===== src/rtl/voq_scheduler.sv =====
// -----------------------------------------------------------------------------
// voq_scheduler
//   Per-epoch iSLIP crossbar scheduler for a 4x4 switch. At the start of every
//   epoch it snapshots the VOQ-empty matrix from the four ingress blocks. It then
//   runs N_ITER grant/accept iterations to build a conflict-free
//   ingress->egress matching. Finally it drives the per-ingress egress select
//   and a one-cycle dequeue strobe.
//
//   Epoch timeline (cyc = cycle counter value during the cycle):
//     cyc 0            SAMPLE  : request matrix registered, epoch_cnt++
//     cyc 1..2*N_ITER  GRANT / ACCEPT alternating (odd = grant, even = accept)
//     cyc 2*N_ITER+1   LOAD    : new sched_sel already visible
//     cyc 2*N_ITER+2   ISSUE   : sched_en visible for exactly this cycle
//     remaining cycles WAIT
//
// Parameters
//   EPOCH_LEN  cycles per epoch, must be >= 2*N_ITER+3
//   N_ITER     grant/accept iterations per epoch (1..4)
//
// Ports
//   clk            system clock
//   reset          synchronous, active-high reset
//   experimenting  run enable; low forces IDLE and holds the cycle counter at 0
//   is_empty[15:0] is_empty[4*i+j]=1: ingress i VOQ for egress j is empty
//   sched_sel[7:0] sched_sel[2*i+:2] = egress chosen for ingress i
//   sched_en[3:0]  one-cycle dequeue strobe per ingress
//   epoch_cnt[31:0] epochs started since reset (wraps)
//   match_cnt[31:0] total strobes issued (SCHED_STATS_EN), else tied to 0
//
// Build option
//   SCHED_STATS_EN : when defined, match_cnt accumulates popcount(sched_en)
//                    on every ISSUE cycle. When undefined, match_cnt is 0.
// -----------------------------------------------------------------------------
module voq_scheduler #(
  parameter int EPOCH_LEN = 16,
  parameter int N_ITER    = 4
) (
  input  logic        clk,
  input  logic        reset,
  input  logic        experimenting,
  input  logic [15:0] is_empty,
  output logic [7:0]  sched_sel,
  output logic [3:0]  sched_en,
  output logic [31:0] epoch_cnt,
  output logic [31:0] match_cnt
);

  localparam int CW = (EPOCH_LEN > 2) ? $clog2(EPOCH_LEN) : 1;

  localparam logic [CW-1:0] CYC_ZERO  = {CW{1'b0}};
  localparam logic [CW-1:0] CYC_LAST  = CW'(EPOCH_LEN - 1);
  localparam logic [CW-1:0] CYC_ACC1  = CW'(2);
  localparam logic [CW-1:0] CYC_ACCN  = CW'(2 * N_ITER);
  localparam logic [CW-1:0] CYC_LOAD  = CW'(2 * N_ITER + 1);
  localparam logic [CW-1:0] CYC_ISSUE = CW'(2 * N_ITER + 2);

  localparam logic [2:0] ST_IDLE   = 3'd0;
  localparam logic [2:0] ST_SAMPLE = 3'd1;
  localparam logic [2:0] ST_GRANT  = 3'd2;
  localparam logic [2:0] ST_ACCEPT = 3'd3;
  localparam logic [2:0] ST_LOAD   = 3'd4;
  localparam logic [2:0] ST_ISSUE  = 3'd5;
  localparam logic [2:0] ST_WAIT   = 3'd6;

  // First set bit of vec at or after position ptr (wrapping modulo 4), one-hot.
  function automatic logic [3:0] rr_pick(input logic [3:0] vec, input logic [1:0] ptr);
    logic [3:0] pick;
    logic       found;
    logic [1:0] idx;
    pick  = 4'b0000;
    found = 1'b0;
    for (int k = 0; k < 4; k++) begin
      idx = ptr + 2'(k);
      if (!found && vec[idx]) begin
        pick[idx] = 1'b1;
        found     = 1'b1;
      end else begin
        found = found;
      end
    end
    return pick;
  endfunction

  // Index of the set bit in a one-hot (or zero) 4-bit vector.
  function automatic logic [1:0] onehot_idx(input logic [3:0] oh);
    logic [1:0] idx;
    case (oh)
      4'b0010: idx = 2'd1;
      4'b0100: idx = 2'd2;
      4'b1000: idx = 2'd3;
      default: idx = 2'd0;
    endcase
    return idx;
  endfunction

  // Phase that the FSM occupies while the cycle counter holds c.
  function automatic logic [2:0] phase_of(input logic [CW-1:0] c);
    logic [2:0] ph;
    if (c == CYC_ZERO) begin
      ph = ST_SAMPLE;
    end else if (c <= CYC_ACCN) begin
      ph = c[0] ? ST_GRANT : ST_ACCEPT;
    end else if (c == CYC_LOAD) begin
      ph = ST_LOAD;
    end else if (c == CYC_ISSUE) begin
      ph = ST_ISSUE;
    end else begin
      ph = ST_WAIT;
    end
    return ph;
  endfunction

  // State
  logic [CW-1:0] cyc_q,   cyc_d;
  logic [2:0]    state_q, state_d;
  logic [15:0]   req_q,   req_d;     // req[4*i+j]: ingress i wants egress j
  logic [15:0]   grant_q, grant_d;   // grant[4*i+j]: egress j granted ingress i
  logic [3:0]    in_m_q,  in_m_d;    // ingress already matched this epoch
  logic [3:0]    out_m_q, out_m_d;   // egress already matched this epoch
  logic [7:0]    egr_q,   egr_d;     // egress matched to each ingress
  logic [7:0]    gptr_q,  gptr_d;    // grant pointer per egress
  logic [7:0]    aptr_q,  aptr_d;    // accept pointer per ingress
  logic [7:0]    sel_q,   sel_d;
  logic [3:0]    en_q,    en_d;
  logic [31:0]   epoch_q, epoch_d;

  // Combinational iteration results
  logic [15:0] grant_s;
  logic [15:0] accept_s;
  logic [3:0]  acc_in_s;    // ingress i accepted someone this iteration
  logic [3:0]  acc_out_s;   // egress j was accepted this iteration
  logic [7:0]  acc_egr_s;   // egress accepted by ingress i
  logic [7:0]  acc_ing_s;   // ingress that accepted egress j

  // Round-robin grant per free egress and accept per free ingress.
  always_comb begin
    logic [3:0] cand;
    logic [3:0] pick;
    logic [3:0] col;
    cand      = 4'b0000;
    pick      = 4'b0000;
    col       = 4'b0000;
    grant_s   = 16'h0000;
    accept_s  = 16'h0000;
    acc_in_s  = 4'b0000;
    acc_out_s = 4'b0000;
    acc_egr_s = 8'h00;
    acc_ing_s = 8'h00;

    for (int j = 0; j < 4; j++) begin
      for (int i = 0; i < 4; i++) begin
        cand[i] = req_q[4*i+j] & ~in_m_q[i] & ~out_m_q[j];
      end
      pick = rr_pick(cand, gptr_q[2*j+:2]);
      for (int i = 0; i < 4; i++) begin
        grant_s[4*i+j] = pick[i];
      end
    end

    for (int i = 0; i < 4; i++) begin
      for (int j = 0; j < 4; j++) begin
        cand[j] = grant_q[4*i+j] & ~in_m_q[i];
      end
      pick = rr_pick(cand, aptr_q[2*i+:2]);
      for (int j = 0; j < 4; j++) begin
        accept_s[4*i+j] = pick[j];
      end
      acc_in_s[i]        = |pick;
      acc_egr_s[2*i+:2]  = onehot_idx(pick);
    end

    // An egress grants at most one ingress, so each column is at most one-hot.
    for (int j = 0; j < 4; j++) begin
      for (int i = 0; i < 4; i++) begin
        col[i] = accept_s[4*i+j];
      end
      acc_out_s[j]       = |col;
      acc_ing_s[2*j+:2]  = onehot_idx(col);
    end
  end

  // Next-state logic for the epoch FSM, matching state and outputs.
  always_comb begin
    cyc_d   = cyc_q;
    state_d = state_q;
    req_d   = req_q;
    grant_d = grant_q;
    in_m_d  = in_m_q;
    out_m_d = out_m_q;
    egr_d   = egr_q;
    gptr_d  = gptr_q;
    aptr_d  = aptr_q;
    sel_d   = sel_q;
    en_d    = 4'b0000;
    epoch_d = epoch_q;

    if (!experimenting) begin
      // Drop any in-flight matching; pointers, sel and counters survive.
      cyc_d   = CYC_ZERO;
      state_d = ST_IDLE;
      grant_d = 16'h0000;
      in_m_d  = 4'b0000;
      out_m_d = 4'b0000;
    end else begin
      cyc_d   = (cyc_q == CYC_LAST) ? CYC_ZERO : cyc_q + CW'(1);
      state_d = phase_of(cyc_d);
      case (state_q)
        // IDLE with experimenting high is the first cycle after a rise.
        ST_IDLE, ST_SAMPLE: begin
          req_d   = ~is_empty;
          grant_d = 16'h0000;
          in_m_d  = 4'b0000;
          out_m_d = 4'b0000;
          epoch_d = epoch_q + 32'd1;
        end
        ST_GRANT: begin
          grant_d = grant_s;
        end
        ST_ACCEPT: begin
          in_m_d  = in_m_q | acc_in_s;
          out_m_d = out_m_q | acc_out_s;
          for (int i = 0; i < 4; i++) begin
            egr_d[2*i+:2] = acc_in_s[i] ? acc_egr_s[2*i+:2] : egr_q[2*i+:2];
          end
          // Pointers only move on first-iteration accepts.
          if (cyc_q == CYC_ACC1) begin
            for (int i = 0; i < 4; i++) begin
              aptr_d[2*i+:2] = acc_in_s[i] ? acc_egr_s[2*i+:2] + 2'd1 : aptr_q[2*i+:2];
            end
            for (int j = 0; j < 4; j++) begin
              gptr_d[2*j+:2] = acc_out_s[j] ? acc_ing_s[2*j+:2] + 2'd1 : gptr_q[2*j+:2];
            end
          end else begin
            aptr_d = aptr_q;
            gptr_d = gptr_q;
          end
          // Load sel on the last accept edge so it is stable through LOAD.
          if (cyc_q == CYC_ACCN) begin
            for (int i = 0; i < 4; i++) begin
              sel_d[2*i+:2] = in_m_d[i] ? egr_d[2*i+:2] : sel_q[2*i+:2];
            end
          end else begin
            sel_d = sel_q;
          end
        end
        // Strobe registered here so that it is visible during ISSUE.
        ST_LOAD: begin
          en_d = in_m_q;
        end
        ST_ISSUE, ST_WAIT: begin
          en_d = 4'b0000;
        end
        default: begin
          state_d = ST_IDLE;
          cyc_d   = CYC_ZERO;
        end
      endcase
    end
  end

  // State registers with synchronous reset.
  always_ff @(posedge clk) begin
    if (reset) begin
      cyc_q   <= CYC_ZERO;
      state_q <= ST_IDLE;
      req_q   <= 16'h0000;
      grant_q <= 16'h0000;
      in_m_q  <= 4'b0000;
      out_m_q <= 4'b0000;
      egr_q   <= 8'h00;
      gptr_q  <= 8'h00;
      aptr_q  <= 8'h00;
      sel_q   <= 8'h00;
      en_q    <= 4'b0000;
      epoch_q <= 32'h0000_0000;
    end else begin
      cyc_q   <= cyc_d;
      state_q <= state_d;
      req_q   <= req_d;
      grant_q <= grant_d;
      in_m_q  <= in_m_d;
      out_m_q <= out_m_d;
      egr_q   <= egr_d;
      gptr_q  <= gptr_d;
      aptr_q  <= aptr_d;
      sel_q   <= sel_d;
      en_q    <= en_d;
      epoch_q <= epoch_d;
    end
  end

  assign sched_sel = sel_q;
  assign sched_en  = en_q;
  assign epoch_cnt = epoch_q;

`ifdef SCHED_STATS_EN
  logic [31:0] match_q;

  // Number of set bits in a 4-bit vector.
  function automatic logic [2:0] popcount4(input logic [3:0] v);
    return {2'b00, v[0]} + {2'b00, v[1]} + {2'b00, v[2]} + {2'b00, v[3]};
  endfunction

  // Accumulate strobes actually presented to the ingress blocks.
  always_ff @(posedge clk) begin
    if (reset) begin
      match_q <= 32'h0000_0000;
    end else if (state_q == ST_ISSUE) begin
      match_q <= match_q + {29'h0, popcount4(en_q)};
    end else begin
      match_q <= match_q;
    end
  end

  assign match_cnt = match_q;
`else
  assign match_cnt = 32'h0000_0000;
`endif

endmodule


===== config.mk =====
export PLATFORM = sky130hd
export DESIGN_NAME = voq_scheduler
export DESIGN_NICKNAME = d
export VERILOG_FILES = /design/src/rtl/voq_scheduler.sv
export SDC_FILE = /design/constraint.sdc
export NUM_CORES = 1
export LEC_CHECK = 0
export BUFFER_PORTS_ARGS = -buffer_cell sky130_fd_sc_hd__buf_2
export CORE_AREA = 3 3 139 141
export CTS_CLUSTER_SIZE = 16
export DETAILED_ROUTE_END_ITERATION = 10
export DIE_AREA = 0 0 142 144
export PLACE_DENSITY = 0.62
export RECOVER_POWER = 100
export SETUP_SLACK_MARGIN = 0.02
export SLEW_MARGIN = 0
export SYNTH_ARGS = -nofsm -noshare
export SYNTH_HDL_FRONTEND = slang
export SYNTH_SLANG_ARGS = --single-unit

===== constraint.sdc =====
create_clock -name clk -period 3.8 [get_ports clk]
set_input_delay 0.76 -clock clk [delete_from_list [all_inputs] [get_ports clk]]
set_output_delay 0.76 -clock clk [all_outputs]
set_load 0.05 [all_outputs]

After elaboration in Yosys (flattened, before gate mapping)
Index checks and enable logic that the tools add are counted.
{"block": "classes", "addsub": 34, "magnitude_cmp": 65, "n_eq_ne": 35, "muxes": 205, "bitwise_logic": 86, "reduce_logical": 112}
{"cell": "4-bit 2-to-1 mux", "n": 33}
{"cell": "4-bit OR", "n": 26}
{"cell": "2-bit by 3-bit less-than comparator with 1-bit output (second input constant)", "n": 32}
{"cell": "1-bit 2-to-1 mux", "n": 90}
{"cell": "1-bit binary-select mux with 2-bit select", "n": 32}
{"cell": "1-bit demux with 2-bit select", "n": 32}
{"cell": "2-bit by 1-bit greater-or-equal comparator with 1-bit output (second input constant)", "n": 32}
{"cell": "1-bit logical AND", "n": 56}
{"cell": "1-bit bitwise AND", "n": 48}
{"cell": "4-bit == test (second input constant)", "n": 12}
{"cell": "2-bit case mux with 3 select lines", "n": 8}
{"cell": "4-bit AND reduction", "n": 12}
{"cell": "4-bit by 2-bit == test with 1-bit output (second input constant)", "n": 9}
{"cell": "4-bit OR reduction", "n": 9}
{"cell": "2-bit by 1-bit adder with 2-bit output (second input constant)", "n": 16}
{"cell": "2-bit adder (second input constant)", "n": 16}
{"cell": "32-bit by 1-bit adder with 32-bit output (second input constant)", "n": 1}
{"cell": "4-bit by 3-bit == test with 1-bit output (second input constant)", "n": 8}
{"cell": "16-bit case mux with 2 select lines", "n": 1}
{"cell": "1-bit zero test", "n": 24}
{"cell": "16-bit inverter", "n": 1}
{"cell": "4-bit case mux with 2 select lines", "n": 2}
{"cell": "2-bit 2-to-1 mux", "n": 6}
{"cell": "1-bit inverter", "n": 11}
{"cell": "13 further kinds", "n": 20}
{"block": "totals", "regBits": 115, "inputBits": 19, "output_inout_bits": 76, "word_cells": 559}

Depth between registers and ports, before layout
{"block": "depth", "ltp_word": 17, "depth_mapped": 12}

Worst setup path before layout
No wires, ideal clock.
{"block": "synth_timing", "path_kind": "register -> register", "from": "register aptr_q[0]", "to": "register sel_q[0] (netlist: sched_sel[0])", "setup_time_ns": 0.119, "arrival_time_ns": 3.061, "required_time_ns": 3.681, "path_slack_ns": 0.620, "path_stages_with_launch": 11, "n_path_buf": 1, "period_less_slack_ns": 3.180, "path_cell_list": "dfxtp_1 > inv_1 > ha_1 > buf_6 > mux4_2 > nor2b_4 > a32o_1 > or4_4 > nor4_4 > nor2_1 > o221a_1"}
{"block": "synth_between", "elab_chain_cells": 15, "elab_cells_between_ends": 55, "classes_between": "add/sub: 3; order compare: 8; eq/ne: 3; mux: 25; bitwise: 4; reduce/logical: 12"}
{"element": "from (decl)", "line_no": "122", "text": "logic [7:0] aptr_q, aptr_d;"}
{"element": "from (signal assigned)", "line_no": "285", "text": "aptr_q <= aptr_d;"}
{"element": "branches (longest 11 deep; another with 2-bit by 3-bit less-than comparator with 1-bit output)"}
{"element": "4-bit 2-to-1 mux (*)", "line_no": "74", "text": "if (!found && vec[idx]) begin"}
{"element": "4-bit == test (tied with other cells)", "line_no": "87", "text": "case (oh)"}
{"element": "2-bit case mux with 3 select lines / 4-bit OR (equally long branches)", "line_no": "87, 220"}
{"element": "2-bit 2-to-1 mux / 4-bit AND reduction (equally long branches)"}
{"element": "to (signal assigned)", "line_no": "286", "text": "sel_q <= sel_d;"}
{"element": "to (decl)", "line_no": "123", "text": "logic [7:0] sel_q, sel_d;"}
Mark *: on every way between the ends. The select of a mux whose other input is x is not followed.
A chain may end at the register's enable or synchronous reset.

Worst setup path in the final report
Ends and elaborated chain as after synthesis.

==> results.cfg <==
[timing]
finalSetupViolations = 0
final.setup.tns_ns = 0
max_slew_margin = 0.0117
rsz0062_at_grt = no
fmax_mhz = 285
finalHoldViolCount = 0
fin_crit_sh = 0.922
drv_slew = 0
period_needed_ns = 3.50
clock_skew_ns = 0.00556
whs_ns = 0.461
tightest_slew_ns = 1.48

[floorplanning]
die_h_um = 144
die_area_um2 = 20400
row_count = 49
pin_count = 95
initial_utilization = 0.453
core-area_um2 = 18100
die_width_um = 142

[global_route]
grt_pass1_vias = 6700
grt_pass1_wl_um = 33800
grt_max_degree = 65
grtUsageTotal = 0.203
grt_remaining_overflow = 0
antenna_found_initial = 0

[placed_design]
io_buffers = 62
globalplace.congestion = 0.865
hpwl_um = 14900

[cts]
clkSinkCount = 115
insertion_delay_ns = 0.41
cts_buffers = 17
post_cts_buffers = 0
cts_tree = yes
cts_htree_levels = 4
cts_root_buf = clkbuf_16
path_clk_slew_ns = 0.05
clock_path_buffers = 2
cts_hold_buf = 0
post_cts_resize_count = 0

[worst_setup_path]
reg2reg_slack_ns = 0.30
worst_ep_required_time_ns = 4.15
endpoint_kind = register
worstSetupStartpointType = register
slowest_stage = mux4_2
critical_path_class = reg -> reg
cp_top_family = simple AND/OR/NAND/NOR gates
r2r.worst_path.cells = 9
max_stage_delay_ns = 0.56
crit_fanout = 9
critPathBufInv = 1
path_cells = inv_1, ha_1, mux4_2, nor2b_1, a32o_1, or4_4, nor3_1, a21o_1, o221a_1
timing.rr.start = aptr_q[0]
cp.arrival_ns = 3.85
r2r_end = sched_sel[0]

[detailed_routing]
drc = 0
route.detailed.wl_per_inst_um = 16.4
ant_nets = 0
totalWireLength_um = 20400
avgViaCountPerCell = 5.76
dr.pass1.iters = 5
drt-initial-drc-count = 510
via_count = 7169

[min_path]
hp-start = egr_q[4]
min_delay_path_depth = 2
hold_end = egr_q[4]
hold_class = reg -> reg

[power_and_ir_drop]
p_leak_uw = 0.00335
total_power_uw = 2900
p_per_area_nw_per_um2 = 323
ir_drop_mv = 0.262

[synthesis]
syn_avg_cell_area_um2 = 8.52
syn_inst = 961
synth_edf_count = 0
netlist_area_um2 = 8190
synth_cell_types = 78
ys_ff_latch = 115
ys_seq_area_frac = 0.281
ys_warn_count = 0
synthArstFlopShare = 0
ys.flop_type = dfxtp_1

[finish]
area_growth_pct = 9.49
nets = 1083
diodes = 0
nFillCells = 1726
layout-drive-gt1-share = 0.110
final_util = 0.496

[job]
cap_violations = 0

[run_status]
status = completed
-- cells in the final DEF (no fill, tap or decap), types with 18 or more instances in the layout --
cell type,netlist,routed
a211oi_1,26,27
a21boi_0,23,23
a21oi_1,56,56
buf_2,9,18
clkbuf_1,30,46
conb_1,1,32
dfxtp_1,115,115
ha_1,60,60
inv_1,36,36
nand2_1,54,54
nand3_1,23,23
nand3b_1,22,22
nor2_1,82,82
o21ai_0,56,57
or3b_2,20,20
xor2_1,19,19
-- per-layer routing --
layer | track usage | up-vias | routed length, um | share of wire
met5 | 0 | - | 0 | 0
met4 | 0.0535 | 0 | 336 | 0.016
met3 | 0.0403 | 26 | 945 | 0.046
met2 | 0.324 | 162 | 9410 | 0.46
met1 | 0.281 | 3386 | 9750 | 0.48
li1 | - | 3595 | - | -
-- kinds of logic after synthesis --
logic type,count (synthesis),synth area share
AOI/OAI and AO/OA,278,0.244
xor gates and xnor gates,30,0.0321
adders and majority gates,60,0.0917
buffers and inverters,116,0.0724
DFF,115,0.281
muxes,28,0.0443
other,1,0.000458
and+or+nand+nor,333,0.233
-- sequential cells by signal, indices dropped and copies added (netlist names) --
name and count:
out_m_q 4, epoch_cnt 32, req_q 16, grant_q 16, state_q 3, aptr_q 8, sched_sel 8, in_m_q 4
egr_q 8, sched_en 4, cyc_q 4, gptr_q 8
-- worst reg2reg max path: cells and delay by family (launching register included) --
family | cells | cell delay [ns]
mux | 1 | 0.56
fa+ha+maj | 1 | 0.48
flops | 1 | 0.51
compound gates | 3 | 0.61
simple gates | 3 | 1.08
buf+inv | 1 | 0.21
-- stage by stage --
| stage | setup WS [ns] | instance area (um2) | std cells |
|---|---|---|---|
| 6_report | 0.297 | 8960 | 1245 |
| 5_1_grt | 0.0561 | 8960 | 1245 |
| 4_1_cts | 0.314 | 9040 | 1245 |
| 3_5_place_dp | 0.362 | 8530 | 1214 |
| 3_3_place_gp | 0.417 | 8530 | 1214 |
| 2_1_floorplan | 0.620 | 8300 | 992 |
-- cells in the mapped netlist (4+ instances only) --
library cell	n	area (um2)
a211o_1	10	87.6
and3_1	13	81.3
nand2b_1	7	43.8
o21a_1	8	60.1
a222oi_1	16	160
buf_2	9	45.0
and3b_1	10	87.6
o31ai_1	5	37.5
a21o_1	7	52.6
a221o_1	8	80.1
a221o_2	4	45.0
o211ai_1	11	82.6
mux2_2	8	90.1
buf_4	34	255
nor3b_1	17	128
a221oi_1	5	43.8
or3b_2	20	175
nor2_1	82	308
nand2_1	54	203
ha_1	60	751
nand3b_1	22	165
a21boi_0	23	173
dfxtp_1	115	2300
nor4_1	10	62.6
mux2i_1	13	130
a21oi_1	56	280
mux4_2	5	113
nor3_1	11	55.1
xor2_1	19	166
nor2b_1	10	62.6
inv_1	36	135
and4_1	4	35.0
nand4_1	8	50.1
o41ai_1	4	35.0
or3_1	13	81.3
and2_1	11	68.8
o21ai_0	56	280
a2111o_1	6	67.6
a211oi_1	26	195
nand3_1	23	115
xnor2_1	11	96.3
clkbuf_1	30	113
-- how the worst max path moves through the flow --
stage               from            to  slack (ns)  cells after the start
4_1_cts        aptr_q[0]  sched_sel[0]        0.31                      9
2_1_floorplan  aptr_q[0]  sched_sel[0]        0.62                     10
5_1_grt        aptr_q[0]  sched_sel[0]        0.06                      9
3_5_place_dp   aptr_q[0]  sched_sel[0]        0.36                      9
3_3_place_gp   aptr_q[0]  sched_sel[0]        0.42                      9
6_report       aptr_q[0]  sched_sel[0]        0.30                      9
-- power by group --
part           internal, uW  leakage, uW  switching (uW)
sequential             1230     0.000931            17.7
clock                   822     0.000236             575
combinational          77.8      0.00218             180
-- area by class of cell --
cell class,count,area [um2],share of cell area
multi-input combinational,761,5390,0.601
sequential,115,2300,0.257
clock buffer,18,429,0.0479
timing repair buffer,73,332,0.0370
tap,229,287,0.0320
inverter,36,135,0.0151
clock inverter,13,90.1,0.0100
Note: power is estimated with default switching activity, not from simulation.
